<file path="config.mk">
export PLATFORM = sky130hd
export DESIGN_NAME = usb_stream_in_flat
export DESIGN_NICKNAME = d
export VERILOG_FILES = /design/src/rtl/usb_fx3_pkg.sv /design/src/rtl/usb_stream_in_if.sv /design/src/rtl/usb_wm_budget.sv /design/src/rtl/usb_stream_in.sv /design/src/flat_wrapper.sv
export SDC_FILE = /design/constraint.sdc
export NUM_CORES = 1
export LEC_CHECK = 0
export ABC_AREA = 1
export CAP_MARGIN = 20
export CORE_MARGIN = 1
export CORE_UTILIZATION = 35
export CTS_CLUSTER_SIZE = 8
export DETAILED_ROUTE_END_ITERATION = 10
export HOLD_SLACK_MARGIN = 0.06
export PLACE_DENSITY = 0.76
export SYNTH_ARGS = -nofsm -noshare
export SYNTH_HDL_FRONTEND = slang
export SYNTH_SLANG_ARGS = --single-unit
</file>
<file path="constraint.sdc">
create_clock -name clk -period 1.5 [get_ports clk]
set_input_delay 0.375 -clock clk [delete_from_list [all_inputs] [get_ports clk]]
set_output_delay 0.375 -clock clk [all_outputs]
set_load 0.05 [all_outputs]
</file>
<file path="src/rtl/usb_fx3_pkg.sv">
// Shared FX3 slave-FIFO definitions for usb_stream_in / usb_stream_out.
// Contents: FSM state encodings (common 000..101 space), master_mode codes,
// socket addresses, bus widths and a counter-width helper.
package usb_fx3_pkg;

  localparam int unsigned DATA_W     = 32;
  localparam int unsigned WORD_CNT_W = 11;

  typedef enum logic [2:0] {
    ST_IDLE     = 3'b000,
    ST_WAIT_FA  = 3'b001,
    ST_WAIT_FB  = 3'b010,
    ST_WRITE    = 3'b011,
    ST_WRITE_WM = 3'b100,
    ST_PKTEND   = 3'b101
  } fx3_state_t;

  localparam logic [2:0] MODE_STREAM_IN  = 3'b010;
  localparam logic [2:0] MODE_STREAM_OUT = 3'b001;

  localparam logic [1:0] ADDR_SOCK_IN  = 2'd0;
  localparam logic [1:0] ADDR_SOCK_OUT = 2'd3;

  // Bits needed to hold values 0 .. n-1 (at least one bit).
  function automatic int unsigned cnt_width(input int unsigned n);
    return (n > 1) ? $clog2(n) : 1;
  endfunction

endpackage

</file>
<file path="src/rtl/usb_stream_in_if.sv">
// Fabric-side write stream (valid/ready handshake) into usb_stream_in.
// Signals: in_data (word), in_valid, in_last (final word of packet), in_ready.
// Modports: master = fabric producer, slave = usb_stream_in.
interface usb_stream_in_if;
  import usb_fx3_pkg::*;

  logic [DATA_W-1:0] in_data;
  logic              in_valid;
  logic              in_last;
  logic              in_ready;

  modport master (output in_data, output in_valid, output in_last, input in_ready);
  modport slave  (input in_data, input in_valid, input in_last, output in_ready);

endinterface

</file>
<file path="src/rtl/usb_wm_budget.sv">
// Watermark budget counter: load, decrement per accepted word, zero detect.
// Ports: clk, rst (sync, active-high), load, load_val, dec, zero_c (budget == 0).
module usb_wm_budget #(
  parameter int unsigned cnt_w = 2
) (
  input  logic             clk,
  input  logic             rst,
  input  logic             load,
  input  logic [cnt_w-1:0] load_val,
  input  logic             dec,
  output logic             zero_c
);

  logic [cnt_w-1:0] budget;

  // Load has priority; never decrement below zero.
  always_ff @(posedge clk) begin
    if (rst) begin
      budget <= '0;
    end else if (load) begin
      budget <= load_val;
    end else if (dec && !zero_c) begin
      budget <= budget - cnt_w'(1);
    end
  end

  assign zero_c = (budget == '0);

endmodule

</file>
<file path="src/rtl/usb_stream_in.sv">
// FPGA->host leg of the FX3 slave-FIFO link: takes fabric words on a
// valid/ready stream and writes them into socket 0 with SLWR/DQ, pacing on
// FLAGA (thread not full) / FLAGB (space above watermark), committing
// packets with PKTEND.
// Ports: clk, rst (sync, active-high), master_mode (3'b010 enables),
//   fab (usb_stream_in_if.slave: in_data/in_valid/in_last/in_ready),
//   FLAGA, FLAGB in; DQ, DQ_oe, PKTEND, SLOE, SLRD, SLCS, SLWR, A,
//   current_stream_in_mode (FSM state) out. FX3 outputs are registered;
//   in_ready is decoded from registered state.
// Build option: define USB_STREAM_IN_PKTEND_TIMEOUT_EN to commit a partial
//   packet after pktend_timeout idle cycles in WRITE.
module usb_stream_in
  import usb_fx3_pkg::*;
#(
  parameter int unsigned write_watermark = 4
`ifdef USB_STREAM_IN_PKTEND_TIMEOUT_EN
  , parameter int unsigned pktend_timeout = 64
`endif
) (
  input  logic              clk,
  input  logic              rst,
  input  logic [2:0]        master_mode,
  usb_stream_in_if.slave    fab,
  input  logic              FLAGA,
  input  logic              FLAGB,
  output logic [DATA_W-1:0] DQ,
  output logic              DQ_oe,
  output logic              PKTEND,
  output logic              SLOE,
  output logic              SLRD,
  output logic              SLCS,
  output logic              SLWR,
  output logic [1:0]        A,
  output logic [2:0]        current_stream_in_mode
);

  localparam int unsigned BUDGET_W = cnt_width(write_watermark);

  fx3_state_t state, next_state;
  logic       mode_ok;
  logic       ready_c;
  logic       accept;
  logic       budget_zero;
  logic       budget_load;
  logic       budget_dec;
  logic       timeout_c;

  assign mode_ok      = (master_mode == MODE_STREAM_IN);
  assign fab.in_ready = ready_c;
  assign accept       = fab.in_valid && ready_c;

  usb_wm_budget #(.cnt_w(BUDGET_W)) u_budget (
    .clk      (clk),
    .rst      (rst),
    .load     (budget_load),
    .load_val (BUDGET_W'(write_watermark - 1)),
    .dec      (budget_dec),
    .zero_c   (budget_zero)
  );

`ifdef USB_STREAM_IN_PKTEND_TIMEOUT_EN
  localparam int unsigned IDLE_W = cnt_width(pktend_timeout);

  logic [IDLE_W-1:0]     idle_cnt;
  logic [WORD_CNT_W-1:0] word_cnt;

  // Words since the last commit; wraps silently.
  always_ff @(posedge clk) begin
    if (rst || state == ST_PKTEND) begin
      word_cnt <= '0;
    end else if (accept) begin
      word_cnt <= word_cnt + WORD_CNT_W'(1);
    end
  end

  // Consecutive no-accept cycles in WRITE while a partial packet is open.
  always_ff @(posedge clk) begin
    if (rst || state != ST_WRITE || accept) begin
      idle_cnt <= '0;
    end else if (word_cnt != '0) begin
      idle_cnt <= idle_cnt + IDLE_W'(1);
    end
  end

  assign timeout_c = (state == ST_WRITE) && !accept && (word_cnt != '0) &&
                     (idle_cnt == IDLE_W'(pktend_timeout - 1));
`else
  assign timeout_c = 1'b0;
`endif

  // State register.
  always_ff @(posedge clk) begin
    if (rst) begin
      state <= ST_IDLE;
    end else begin
      state <= next_state;
    end
  end

  // Ready decode from registered state and budget.
  always_comb begin
    ready_c = 1'b0;
    case (state)
      ST_WRITE:    ready_c = 1'b1;
      ST_WRITE_WM: ready_c = !budget_zero;
      default:     ready_c = 1'b0;
    endcase
  end

  // Next state. A word accepted with in_last wins over FLAGA/FLAGB/budget;
  // a mode change parks the block without committing.
  always_comb begin
    next_state  = state;
    budget_load = 1'b0;
    budget_dec  = 1'b0;
    case (state)
      ST_IDLE: begin
        if (mode_ok) next_state = ST_WAIT_FA;
      end
      ST_WAIT_FA: begin
        if (!mode_ok)   next_state = ST_IDLE;
        else if (FLAGA) next_state = ST_WAIT_FB;
      end
      ST_WAIT_FB: begin
        if (!mode_ok)   next_state = ST_IDLE;
        else if (FLAGB) next_state = ST_WRITE;
      end
      ST_WRITE: begin
        if (!mode_ok) begin
          next_state = ST_IDLE;
        end else if (accept && fab.in_last) begin
          next_state = ST_PKTEND;
        end else if (!FLAGA) begin
          next_state = ST_WAIT_FA;
        end else if (!FLAGB) begin
          // A word accepted this cycle belongs to the full burst.
          next_state  = ST_WRITE_WM;
          budget_load = 1'b1;
        end else if (timeout_c) begin
          next_state = ST_PKTEND;
        end
      end
      ST_WRITE_WM: begin
        budget_dec = accept;
        if (!mode_ok) begin
          next_state = ST_IDLE;
        end else if (accept && fab.in_last) begin
          next_state = ST_PKTEND;
        end else if (!FLAGA || budget_zero) begin
          next_state = ST_WAIT_FA;
        end
      end
      ST_PKTEND: begin
        next_state = mode_ok ? ST_WAIT_FA : ST_IDLE;
      end
      default: next_state = ST_IDLE;
    endcase
  end

  // FX3 pin registers. PKTEND follows the PKTEND state by one cycle so the
  // final SLWR pulse always precedes it. DQ_oe is held for a last pulse that
  // completes on the way into IDLE.
  always_ff @(posedge clk) begin
    if (rst) begin
      SLWR   <= 1'b1;
      PKTEND <= 1'b1;
      SLOE   <= 1'b1;
      SLRD   <= 1'b1;
      SLCS   <= 1'b0;
      A      <= ADDR_SOCK_IN;
      DQ     <= '0;
      DQ_oe  <= 1'b0;
    end else begin
      SLWR   <= !accept;
      PKTEND <= (state != ST_PKTEND);
      SLOE   <= 1'b1;
      SLRD   <= 1'b1;
      SLCS   <= 1'b0;
      A      <= ADDR_SOCK_IN;
      if (accept) DQ <= fab.in_data;
      DQ_oe  <= (next_state != ST_IDLE) || accept;
    end
  end

  assign current_stream_in_mode = state;

endmodule

</file>
<file path="src/flat_wrapper.sv">
// flat-port wrapper written by rule: the top's interface ports become plain ports
module usb_stream_in_flat import usb_fx3_pkg::*;
#(
  parameter int unsigned write_watermark = 4

)
  (clk, rst, master_mode, FLAGA, FLAGB, DQ, DQ_oe, PKTEND, SLOE, SLRD, SLCS, SLWR, A, current_stream_in_mode, fab_in_data, fab_in_valid, fab_in_last, fab_in_ready);
  usb_stream_in_if fab_i ();
  input  logic clk;
  input  logic rst;
  input  logic [2:0] master_mode;
  input  logic FLAGA;
  input  logic FLAGB;
  output logic [DATA_W-1:0] DQ;
  output logic DQ_oe;
  output logic PKTEND;
  output logic SLOE;
  output logic SLRD;
  output logic SLCS;
  output logic SLWR;
  output logic [1:0] A;
  output logic [2:0] current_stream_in_mode;
  input wire logic [$bits(fab_i.in_data)-1:0] fab_in_data;
  input wire logic [$bits(fab_i.in_valid)-1:0] fab_in_valid;
  input wire logic [$bits(fab_i.in_last)-1:0] fab_in_last;
  output wire logic [$bits(fab_i.in_ready)-1:0] fab_in_ready;
  assign fab_i.in_data = fab_in_data;
  assign fab_i.in_valid = fab_in_valid;
  assign fab_i.in_last = fab_in_last;
  assign fab_in_ready = fab_i.in_ready;
  usb_stream_in #(.write_watermark(write_watermark)) u_core (.clk(clk), .rst(rst), .master_mode(master_mode), .fab(fab_i), .FLAGA(FLAGA), .FLAGB(FLAGB), .DQ(DQ), .DQ_oe(DQ_oe), .PKTEND(PKTEND), .SLOE(SLOE), .SLRD(SLRD), .SLCS(SLCS), .SLWR(SLWR), .A(A), .current_stream_in_mode(current_stream_in_mode));
endmodule
</file>
==> results.toml, run 1 <==
[run_status]
status = "finished with violations"
violations = "negative setup slack"

[yosys]
syn_area_per_cell_um2 = 7.859
ys_ff_latch = 40
seq_area_frac_synth = 0.5020
syn_inst = 203
synth_largest_area_cell = "dfxtp_1"
synthDistinctLibCells = 24
synth_top_area_frac = 0.5020
yosysWarnings = 0
syn_area_mm2 = 0.001595
ys_top_cells_by_area = "dfxtp_1 (50%), nor2_1 (16%), o21ai_0 (8.8%), buf_6 (4.2%), buf_4 (2.4%)"

[worst_setup_path]
end_kind = "output pin"
crit_fanout = 2
critical_path_class = "register to output pin"
cp.arrival_ps = 1230
worstSetupStartpointType = "register"
required_ps = 1120

[hold_path]
hold_path_class = "register to register"

[drt]
drt_iter0_markers = 118
via_per_inst = 4.690
wl_per_cell_um = 12.25
drc = 0
routed_wl_um = 4262
vias = 1632
first_pass_iters = 4
postRouteAntennaNets = 0

[floorplanning]
ios = 85
start_util = 0.3664
std_cell_rows = 24
die_h_um = 69.51
die_x_um = 69.51
core-area_mm2 = 0.004354
fp.dieArea_mm2 = 0.004832

[pwr]
ir_drop_mv = 0.4755
cellPowerDensity_mw_per_mm2 = 689.6
p_leak_nw = 1.234

[sta]
fmax_mhz = 624.4
rsz0062_at_grt = "yes"
maxSlewViolCount = 0
hold_viol = 0
fin_skew_ps = 2.755
setup_viol = 8
fin_crit_sh = 1.068
fin_ws_ps = -101.5
period_minus_slack_ps = 1601

[placement]
dp.cells = 335
io_buffers = 79
placed_area_mm2 = 0.002854
dpl.hpwl_um = 3026
gp_congestion = 0.8169

[global_routing]
use_met3 = 0.05523
grt_pass1_vias = 1533
grtUsageMet2 = 0.3128
gr-usage-all-layers = 0.1825
antenna_found_initial = 0
grt_pass1_wl_um = 7079
overflow = 0
use_met1 = 0.2213
grt_max_degree = 34
busiest_layer = "met2"

[cells_and_area]
final_area_mm2 = 0.003161
num-nets-final = 337
antennaDiodeCount = 0
final_common_cell = "nor2_1"
final_cell_mix = "nor2_1 (69), buf_12 (42), clkdlybuf4s50_1 (40)"
finish.utilization = 0.7259
finalNonFillerCells = 348
drive_above_1_share = 0.2939
area_delta_synth_final_pct = 98.12

[cts]
clk_pin_slew_ps = 80
root_buffer = "clkbuf_8"
hold_buffers = 0
insertion_delay_ps = 290
clock-sinks = 40
cts_tree = "yes"
cts_buffer_depth = 2
cts_buffers = 5
htreeDepth = 2

[flow_run]
maxCapViolations = 0
[critical path, stage by stage (launching register included)]
cell and delay [ps]:
dfxtp_2 340, inv_2 40, ha_4 160, nor2_4 110, nand2_4 70, nand2_8 80, buf_12 130
[report_power, final]
part           internal [mW]  switching (mW)  leakage, nW  total (mW)
sequential              1.06         0.00163        0.325        1.06
combinational          0.123          0.0963        0.846       0.220
clock                  0.520           0.378       0.0627       0.898
[cell usage after synthesis (all sizes together)]
master / instances
nand4: 1
nor3b: 1
xor2: 1
nand2: 13
o21ai: 34
nand3: 7
ha: 1
o2111ai: 1
conb: 2
dfxtp: 40
nor3: 2
a21oi: 6
buf: 11
inv: 9
nor2: 71
clkbuf: 3
[final timing paths]
path | from | slack, ps | to | cells past startpoint
max reg2reg | u_core.u_budget.budget[1] | -20 | u_core.DQ[15] | 10
min | u_core.current_stream_in_mode[2] | 480 | u_core.PKTEND | 1
max | u_core.u_budget.budget[1] | -100 | fab_in_ready | 6
min reg2reg | u_core.current_stream_in_mode[2] | 480 | u_core.PKTEND | 1
[kinds of logic after synthesis]
kind of cell,share of synthesized area
flops,0.5020
xor+xnor,0.005491
compound gates,0.1310
simple gates,0.2518
other cells,0.004708
fa+ha+maj,0.007842
buf+inv,0.09726
[layout make-up]
class | instances | area [µm²]
repair buffers | 95 | 1364
fillers | 307 | 1194
flip-flops and latches | 40 | 809.5
multi-input cells | 143 | 724.4
clock buffers | 8 | 121.4
well taps | 52 | 65.06
inverters | 9 | 60.06
repair inverters | 1 | 16.27
[per-layer routing]
layer,share of wire,wire [µm]
met5,0,0
met4,0.011,47
met3,0.061,258
met2,0.51,2183
met1,0.42,1773
[sequential cells by signal, indices dropped and copies added, names as in the netlist]
| name | flops |
|---|---|
| u_core.u_budget.budget | 2 |
| u_core.current_stream_in_mode | 3 |
| u_core.SLWR | 1 |
| u_core.DQ_oe | 1 |
| u_core.DQ | 32 |
| u_core.PKTEND | 1 |
[through the flow]
stage | total power, mW | setup WS [ps] | setup TNS (ps) | hold slack (ps)
floorplan | 1.167 | 0.7363 | 0 | 441.3
CTS | 2.191 | -111.6 | -118.8 | 478.9
detailed placement | 1.293 | -98.10 | -1096 | 461.4
finish | 2.180 | -101.5 | -169.5 | 475.5
global route | 2.273 | -161.8 | -2945 | 484.0
global placement | 1.291 | -12.47 | -67.91 | 462.9
[what timing repair did]
action | CTS | global route
setup buffers | 1 | 2
endpoints found under the setup margin | 31 | 35
gates cloned | 0 | 2
pin swaps | 3 | 1
endpoints found under the hold margin | 0 | 0
gates resized for setup | 27 | 21
Note: power is estimated with default switching activity, not from simulation.
==> run 2, diff against run 1 <==
--- a/config.mk
+++ b/config.mk
@@ -7,7 +7,6 @@
 export LEC_CHECK = 0
 export ABC_AREA = 1
 export CAP_MARGIN = 20
-export CORE_MARGIN = 1
 export CORE_UTILIZATION = 35
 export CTS_CLUSTER_SIZE = 8
 export DETAILED_ROUTE_END_ITERATION = 10
==> results of run 2 <==
Final layout, timing and power as in run 1 (identical DEF).
